File: config.mk
export PLATFORM = sky130hd
export DESIGN_NAME = fetch_issue_queue
export DESIGN_NICKNAME = d
export VERILOG_FILES = /design/src/rtl/fetch_issue_queue.sv
export SDC_FILE = /design/constraint.sdc
export NUM_CORES = 1
export LEC_CHECK = 0
export ABC_AREA = 1
export ABC_CLOCK_PERIOD_IN_PS = 4400
export CAP_MARGIN = 20
export CORE_MARGIN = 4
export CORE_UTILIZATION = 51
export CTS_BUF_LIST = sky130_fd_sc_hd__clkbuf_4 sky130_fd_sc_hd__clkbuf_8
export CTS_CLUSTER_DIAMETER = 40
export DETAILED_ROUTE_END_ITERATION = 12
export MAX_ROUTING_LAYER = met4
export PLACE_DENSITY_LB_ADDON = 0.1
export SYNTH_ARGS = -nofsm -noshare
export SYNTH_HDL_FRONTEND = slang
export SYNTH_SLANG_ARGS = --single-unit
File: constraint.sdc
create_clock -name aclk -period 4.4 [get_ports aclk]
set_input_delay 0.88 -clock aclk [delete_from_list [all_inputs] [get_ports aclk]]
set_output_delay 0.88 -clock aclk [all_outputs]
set_load 0.02 [all_outputs]
File: src/rtl/fetch_issue_queue.sv
// Fetch-to-decode issue FIFO: buffers {pc,inst} words and presents the head entry
// under the valid/allow handshake. An excepting entry blocks further enqueue until flush.
module fetch_issue_queue #(
  parameter int unsigned      DEPTH    = 4,
  parameter int unsigned      WIDTH    = 64,
  parameter logic [WIDTH-1:0] NOP_DATA = '0
) (
  input  logic                     aclk,
  input  logic                     areset,
  input  logic                     flush,
  input  logic                     in_valid,
  input  logic [WIDTH-1:0]         in_data,
  input  logic                     in_exc,
  output logic                     in_ready,
  output logic                     valid_out,
  output logic [WIDTH-1:0]         data_out,
  output logic                     exc_out,
  input  logic                     allow_in,
  output logic [$clog2(DEPTH):0]   count
);

  localparam int unsigned PTR_W = $clog2(DEPTH);
  localparam int unsigned CNT_W = PTR_W + 1;
  localparam logic [CNT_W-1:0] FULL = CNT_W'(DEPTH);

  logic [WIDTH:0]     mem_q [DEPTH];
  logic [PTR_W-1:0]   rd_ptr_q, rd_ptr_d;
  logic [PTR_W-1:0]   wr_ptr_q, wr_ptr_d;
  logic [CNT_W-1:0]   count_q, count_d;
  logic               exc_lock_q, exc_lock_d;
  logic               push, pop;
  logic [WIDTH:0]     head;

  // in_ready is a pure function of registered state, so allow_in never reaches it.
  assign in_ready  = (count_q != FULL) && !exc_lock_q;
  assign valid_out = (count_q != '0);
  assign push      = in_valid && in_ready;
  assign pop       = valid_out && allow_in;
  assign head      = mem_q[rd_ptr_q];
  assign data_out  = valid_out ? head[WIDTH-1:0] : NOP_DATA;
  assign exc_out   = valid_out && head[WIDTH];
  assign count     = count_q;

  always_comb begin
    rd_ptr_d   = rd_ptr_q;
    wr_ptr_d   = wr_ptr_q;
    count_d    = count_q;
    exc_lock_d = exc_lock_q;
    if (flush) begin
      rd_ptr_d   = '0;
      wr_ptr_d   = '0;
      count_d    = '0;
      exc_lock_d = 1'b0;
    end else begin
      if (push) begin
        wr_ptr_d = wr_ptr_q + PTR_W'(1);
        if (in_exc) exc_lock_d = 1'b1;
      end
      if (pop) rd_ptr_d = rd_ptr_q + PTR_W'(1);
      unique case ({push, pop})
        2'b10:   count_d = count_q + CNT_W'(1);
        2'b01:   count_d = count_q - CNT_W'(1);
        default: count_d = count_q;
      endcase
    end
  end

  always_ff @(posedge aclk) begin
    if (areset) begin
      rd_ptr_q   <= '0;
      wr_ptr_q   <= '0;
      count_q    <= '0;
      exc_lock_q <= 1'b0;
    end else begin
      rd_ptr_q   <= rd_ptr_d;
      wr_ptr_q   <= wr_ptr_d;
      count_q    <= count_d;
      exc_lock_q <= exc_lock_d;
    end
  end

  // Storage is not reset; a flushed or reset push is simply not written.
  always_ff @(posedge aclk) begin
    if (push && !flush && !areset) mem_q[wr_ptr_q] <= {in_exc, in_data};
  end

endmodule
==> flow_summary_export.csv, run 1 <==
group,metric,value,unit
status,outcome,"finished clean",
global_route,grt_max_degree,131,
final_layout,fillCellCount,1596,
power,p_leak,4.443,nW
synth,async_flop_share,0,%
final_layout,drive_gt1_share,9.047,%
synth,synth_edf_count,260,
global_route,gr-usage-met2,30.95,%
power,vdd_drop_max,225.9,uV
synth,yosysSeqAreaShare,75.16,%
hold_path,hold_start,"rd_ptr_q[1]$_SDFFE_PP0P_",
placed_design,port_buffers,139,
placed_design,place.gp.congestion,0.7440,
global_route,grt_pass1_wl,34950,um
synth,syn_nets,924,
worst_setup_path,critPathRequiredTime,3.52,ns
worst_setup_path,crit_type,"reg2out",
routing,drt_pass1_iterations,4,
global_route,grt_pass1_vias,6686,
sta,whs,0.5237,ns
worst_setup_path,reg2reg_from,"count[1]$_SDFFE_PP0P_",
synth,syn-instance-count,848,
worst_setup_path,r2r_slack,2.20,ns
power,swShare,22.13,%
sta,slew-limit-headroom,41.53,%
clock_tree,cts_root_buffer,"clkbuf_8",
global_route,grt_overflow,0,
floorplan,num_rows,52,
clock_tree,clkLatencyLatePin,0.53,ns
global_route,antenna_found_initial,1,
routing,num_vias,6731,
worst_setup_path,reg2reg_depth,5,
final_layout,nNetsFinal,1073,
power,clkPwrFrac,37.5,%
worst_setup_path,cp.arrival,2.72,ns
floorplan,fp.dieH,152.5,um
worst_setup_path,cp-end-kind,"output pin",
power,internal_power,4.148,mW
sta,rsz0062_at_grt,"false",
power,pwr-share-seq,53.7,%
floorplan,start_util,52.32,%
global_route,use_met1,24.98,%
synth,synthFlopType,"edfxtp_1",
hold_path,hold_depth,2,
global_route,use_met3,4.402,%
synth,syn-mean-instance-area,12.56,sq um
job,maxCapViolations,0,
routing,antenna_left,0,
floorplan,core-area,0.02036,sq mm
clock_tree,htreeDepth,2,
sta,period_share,81.83,%
sta,finalHoldViolations,0,
synth,syn-cell-area,0.01065,sq mm
synth,ys_types,19,
sta,slew_violations,0,
floorplan,die_x,152.5,um
worst_setup_path,r2r_end,"mem_q[2][24]$_DFFE_PP_",
power,combPwrFrac,8.8,%
routing,viasPerCell,5.182,
routing,remaining_drc_errors,0,
clock_tree,cts_num_sinks,270,
clock_tree,hold_buffers,0,
routing,drt_iter0_drc,466,
clock_tree,cts-resized-gates,0,
power,netSwitchingPower,1.179,mW
worst_setup_path,cp_max_fo,130,
worst_setup_path,worstSetupStartpointType,"register",
clock_tree,cts_buffers,43,
sta,period_minus_slack,3.601,ns
global_route,grt-busiest-layer,"met2",
final_layout,final_common_cell,"nor2_1",
clock_tree,postCtsSetupRepairBufs,0,
sta,setup_viol,0,
final_layout,seqCellArea,0.008013,sq mm
sta,achievable-frequency,277.7,MHz
clock_tree,tritoncts,"done",
placed_design,dp_hpwl,11970,um
floorplan,die_area,0.02327,sq mm
power,p_per_area,407.7,mW/mm^2
global_route,grt_usage,19.32,%
clock_tree,clk_path_buf_depth,3,
final_layout,layout_common_cells,"nor2_1, edfxtp_1, clkdlybuf4s50_1, o21ai_0, a21oi_1",
routing,wire_per_inst,17.27,um
floorplan,ios,140,
sta,final.setup.tns,0,ns
final_layout,multi_input_area,0.002250,sq mm
hold_path,hold_class,"reg2reg",
routing,wl,22440,um
synth,synth-seq-cells,270,
clock_tree,clk_pin_slew,0.06,ns
power,power,5.326,mW
final_layout,syn2layout_area_growth,22.63,%
sta,fin_skew,0.01539,ns
sta,worst_slew_pin_slew,0.8771,ns
synth,yosysWarnings,0,
-- flip-flops by register name, indices dropped and copies added (netlist names), named ones only --
signal,count
wr_ptr_q,2
rd_ptr_q,2
mem_q,260
count,3
exc_lock_q,1
-- how the worst max path moves through the flow --
stage | start | to | slack, ns
final | register | data_out[4] | 0.80
after detailed placement | areset | mem_q[2][37]$_DFFE_PP_ | 1.21
after floorplan | flush | mem_q[0][0]$_DFFE_PP_ | -0.23
after global placement | flush | mem_q[2][37]$_DFFE_PP_ | 1.22
after CTS | register | data_out[4] | 0.84
after global routing | register | data_out[7] | 0.67
-- cell usage after synthesis (7+ instances only) --
cell type  number  area [sq um]
dfxtp_1        10         200.2
o21ai_0        75         375.4
edfxtp_1      260          7807
buf_4           7         52.55
clkbuf_2        9         45.04
nand2_1        15         56.30
buf_6          12         135.1
nor2_1        274          1028
inv_1          21         78.83
o21ai_1        58         290.3
a21oi_1        69         345.3
buf_2          17         85.08
-- routing by layer --
metal  up-vias  wire length [um]
met5         -                 0
met1      3215              9967
met3        30              1349
met4         0               337
met2       199             10780
li1       3287                 -
-- cell families (layout without fill, tap and decap cells) --
family	Yosys count	after routing	synth area share [%]
fa+ha+maj	6	6	0.7751
compound gates	203	203	9.560
simple gates	295	295	10.50
flops	270	270	75.16
other cells	0	1	0
buf+inv	74	254	4.005
-- layout make-up --
| class | instances | share of cell area, % |
|---|---|---|
| inverter | 24 | 0.6991 |
| clock inverter | 13 | 0.4788 |
| sequential | 270 | 61.33 |
| tap | 270 | 2.586 |
| clock buffer | 63 | 5.775 |
| multi-input combinational | 504 | 17.22 |
| antenna | 1 | 0.01915 |
| timing repair buffer | 154 | 11.89 |
-- stage by stage --
| step | utilization (%) | cell area, sq um | instances | worst slack (ns) |
|---|---|---|---|---|
| floorplan | - | 10650 | 848 | -0.2268 |
| global placement | 60.13 | 12250 | 1222 | 1.217 |
| detailed placement | 60.13 | 12250 | 1222 | 1.212 |
| CTS | 64.14 | 13060 | 1298 | 0.8437 |
| global route | 64.16 | 13070 | 1299 | 0.6698 |
| finish | 64.16 | 13070 | 1299 | 0.7994 |
-- power by group through the flow --
stage	registers [mW]	clock network [mW]	logic [mW]
after floorplan	2.92	0	0.230
after global placement	2.91	0	0.471
after detailed placement	2.91	0	0.472
after CTS	2.86	2.05	0.476
after global routing	2.86	2.16	0.507
final	2.86	2.00	0.470
-- critical path: stages (launching register included) --
cell and delay [ns]:
dfxtp_4 0.36, buf_12 0.38, nor2_1 0.11, nor2_1 0.10, o21ai_0 0.09, a21oi_1 0.31, clkdlybuf4s50_1 0.67
Note: power is estimated with default switching activity, not from simulation.
==> inputs of run 2 (changes only) <==
Settings changed: ABC_CLOCK_PERIOD_IN_PS 4400 to 3200.
Clock period 4.4 ns to 3.2 ns, I/O delays scaled along.
==> run 2 against run 1 <==
Compared with the run above: worst setup slack worse by 0.65 ns; critical path type unchanged; total power is 37% higher; largest cell class unchanged; die area stayed put; combinational power is 43% higher; global-route usage is 0.41 points higher; critical endpoint is now data_out[38]; design area is 1.3% higher; critical path depth stayed put; non-clock buffer count is 6 higher.
==> flow_summary_export.csv, run 2 (same netlist as run 1, synthesis figures left out) <==
group,metric,value,unit
worst_setup_path,cp_max_fo,68,
status,outcome,"finished clean",
routing,drt_pass1_iterations,4,
sta,fin_skew,0.01223,ns
floorplan,start_util,52.32,%
global_route,grt_max_degree,69,
power,p_leak,4.539,nW
sta,period_share,95.28,%
final_layout,post-route-util,64.96,%
sta,period_minus_slack,3.049,ns
final_layout,nNetsFinal,1078,
sta,finalHoldViolations,0,
clock_tree,htreeDepth,2,
routing,viasPerCell,5.239,
power,vdd_drop_max,330.6,uV
routing,antenna_left,0,
final_layout,diodes,0,
clock_tree,cts_buffers,42,
global_route,grt_usage,19.72,%
floorplan,core-area,0.02036,sq mm
worst_setup_path,critPathRequiredTime,2.56,ns
global_route,grt_pass1_vias,6937,
global_route,use_met1,25.31,%
global_route,grt_pass1_wl,35650,um
global_route,use_met3,4.147,%
floorplan,ios,140,
floorplan,die_x,152.5,um
floorplan,fp.dieH,152.5,um
clock_tree,clk_pin_slew,0.06,ns
placed_design,port_buffers,139,
job,maxCapViolations,0,
routing,drt_iter0_drc,332,
sta,final.setup.tns,0,ns
worst_setup_path,max_stage_delay,0.65,ns
global_route,grt-busiest-layer,"met2",
sta,achievable-frequency,328.0,MHz
sta,rsz0062_at_grt,"false",
routing,remaining_drc_errors,0,
clock_tree,cts_root_buffer,"clkbuf_8",
floorplan,num_rows,52,
clock_tree,cts_num_sinks,270,
final_layout,final_common_cell,"nor2_1",
clock_tree,clkLatencyLatePin,0.54,ns
worst_setup_path,cp_common_cell,"nor2_1",
routing,wire_per_inst,17.47,um
worst_setup_path,crit_type,"reg2out",
floorplan,die_area,0.02327,sq mm
worst_setup_path,worstSetupStartpointType,"register",
worst_setup_path,cp_cell_sequence,"buf_16, nor2_1, nor2_1, o21ai_0, a21oi_1, clkdlybuf4s50_1",
worst_setup_path,slowest_stage,"clkdlybuf4s50_1",
final_layout,largest-register,"mem_q",
global_route,gr-usage-met2,32.58,%
sta,slew_violations,0,
worst_setup_path,cp-end-kind,"output pin",
sta,worst_slew_pin_slew,0.6251,ns
sta,slew-limit-headroom,58.33,%
clock_tree,clk_path_buf_depth,3,
clock_tree,tritoncts,"done",
final_layout,largest_reg_flops,260,
routing,wl,22740,um
placed_design,dp_hpwl,12910,um
worst_setup_path,cp.arrival,2.41,ns
final_layout,syn2layout_area_growth,24.17,%
global_route,antenna_found_initial,0,
sta,setup_viol,0,
final_layout,drive_gt1_share,8.915,%
routing,num_vias,6821,
hold_path,hold_class,"reg2reg",
power,p_per_area,553.6,mW/mm^2
placed_design,place.gp.congestion,0.7161,
global_route,grt_overflow,0,
final_layout,layout_common_cells,"nor2_1, edfxtp_1, clkdlybuf4s50_1, o21ai_0, a21oi_1",
run 2: cell count changes in the layout (fill, tap and decap cells not counted), sizes merged:
cell / before / now
buf: 15 / 21
bufinv: 0 / 1
clkbuf: 63 / 57
clkdlybuf4s50: 139 / 136
clkinv: 12 / 14
clkinvlp: 1 / 2
diode: 1 / 0
dlymetal6s2s: 0 / 3
run 2: critical path: cells and delay by family (launching register included):
kind            cells  cell delay, ns
buf+inv             2            0.93
flops               1            0.41
compound gates      2            0.34
simple gates        2            0.17
run 2: cell type report:
class	count	area (sq um)
well taps	270	337.8
fillers	1579	7136
flip-flops and latches	270	8013
repair buffers	160	1725
inverters	24	102.6
clock buffers	57	696.9
clock inverters	17	103.9
multi-input cells	504	2250
run 2: power by group:
group          total (mW)  internal [mW]  leakage, nW  switching [mW]
sequential           3.93           3.92         2.43          0.0131
clock                2.72           1.49        0.415            1.22
combinational       0.673          0.295         1.69           0.378
run 2: final timing paths:
path / startpoint / cells after the start / end / slack [ns]
setup / recovery: register / 6 / data_out[38] / 0.15
hold / removal: rd_ptr_q[1]$_SDFFE_PP0P_ / 2 / register / 0.52
setup reg to reg: count[1]$_SDFFE_PP0P_ / 13 / count[2]$_SDFFE_PP0P_ / 1.22
hold reg to reg: rd_ptr_q[1]$_SDFFE_PP0P_ / 2 / register / 0.52
run 2: per-stage QoR:
| step | hold WS [ns] | total power, mW | area [sq um] | setup slack (ns) | std cells |
|---|---|---|---|---|---|
| after global placement | 0.5107 | 4.673 | 12390 | 0.5428 | 1228 |
| after global routing | 0.5784 | 7.621 | 13230 | 0.0007181 | 1302 |
| after detailed placement | 0.5240 | 4.680 | 12390 | 0.5641 | 1228 |
| after floorplan | 0.4608 | 4.327 | 10660 | -0.1808 | 848 |
| final | 0.5245 | 7.323 | 13230 | 0.1512 | 1302 |
| after CTS | 0.5340 | 7.395 | 13200 | 0.002858 | 1302 |
run 2: what timing repair did:
item / 4_1_cts / 5_1_grt
gates resized for setup: 1 / 11
hold buffers: 0 / 0
buffers inserted: 0 / 0
pin swaps: 0 / 0
endpoints found under the setup margin: 1 / 65
run 2: routing by layer:
layer  up-vias  part of all wire, %
li1       3296                    -
met1      3319                   44
met2       177                   49
met3        29                  5.3
met4         0                  1.2
met5         -                    0
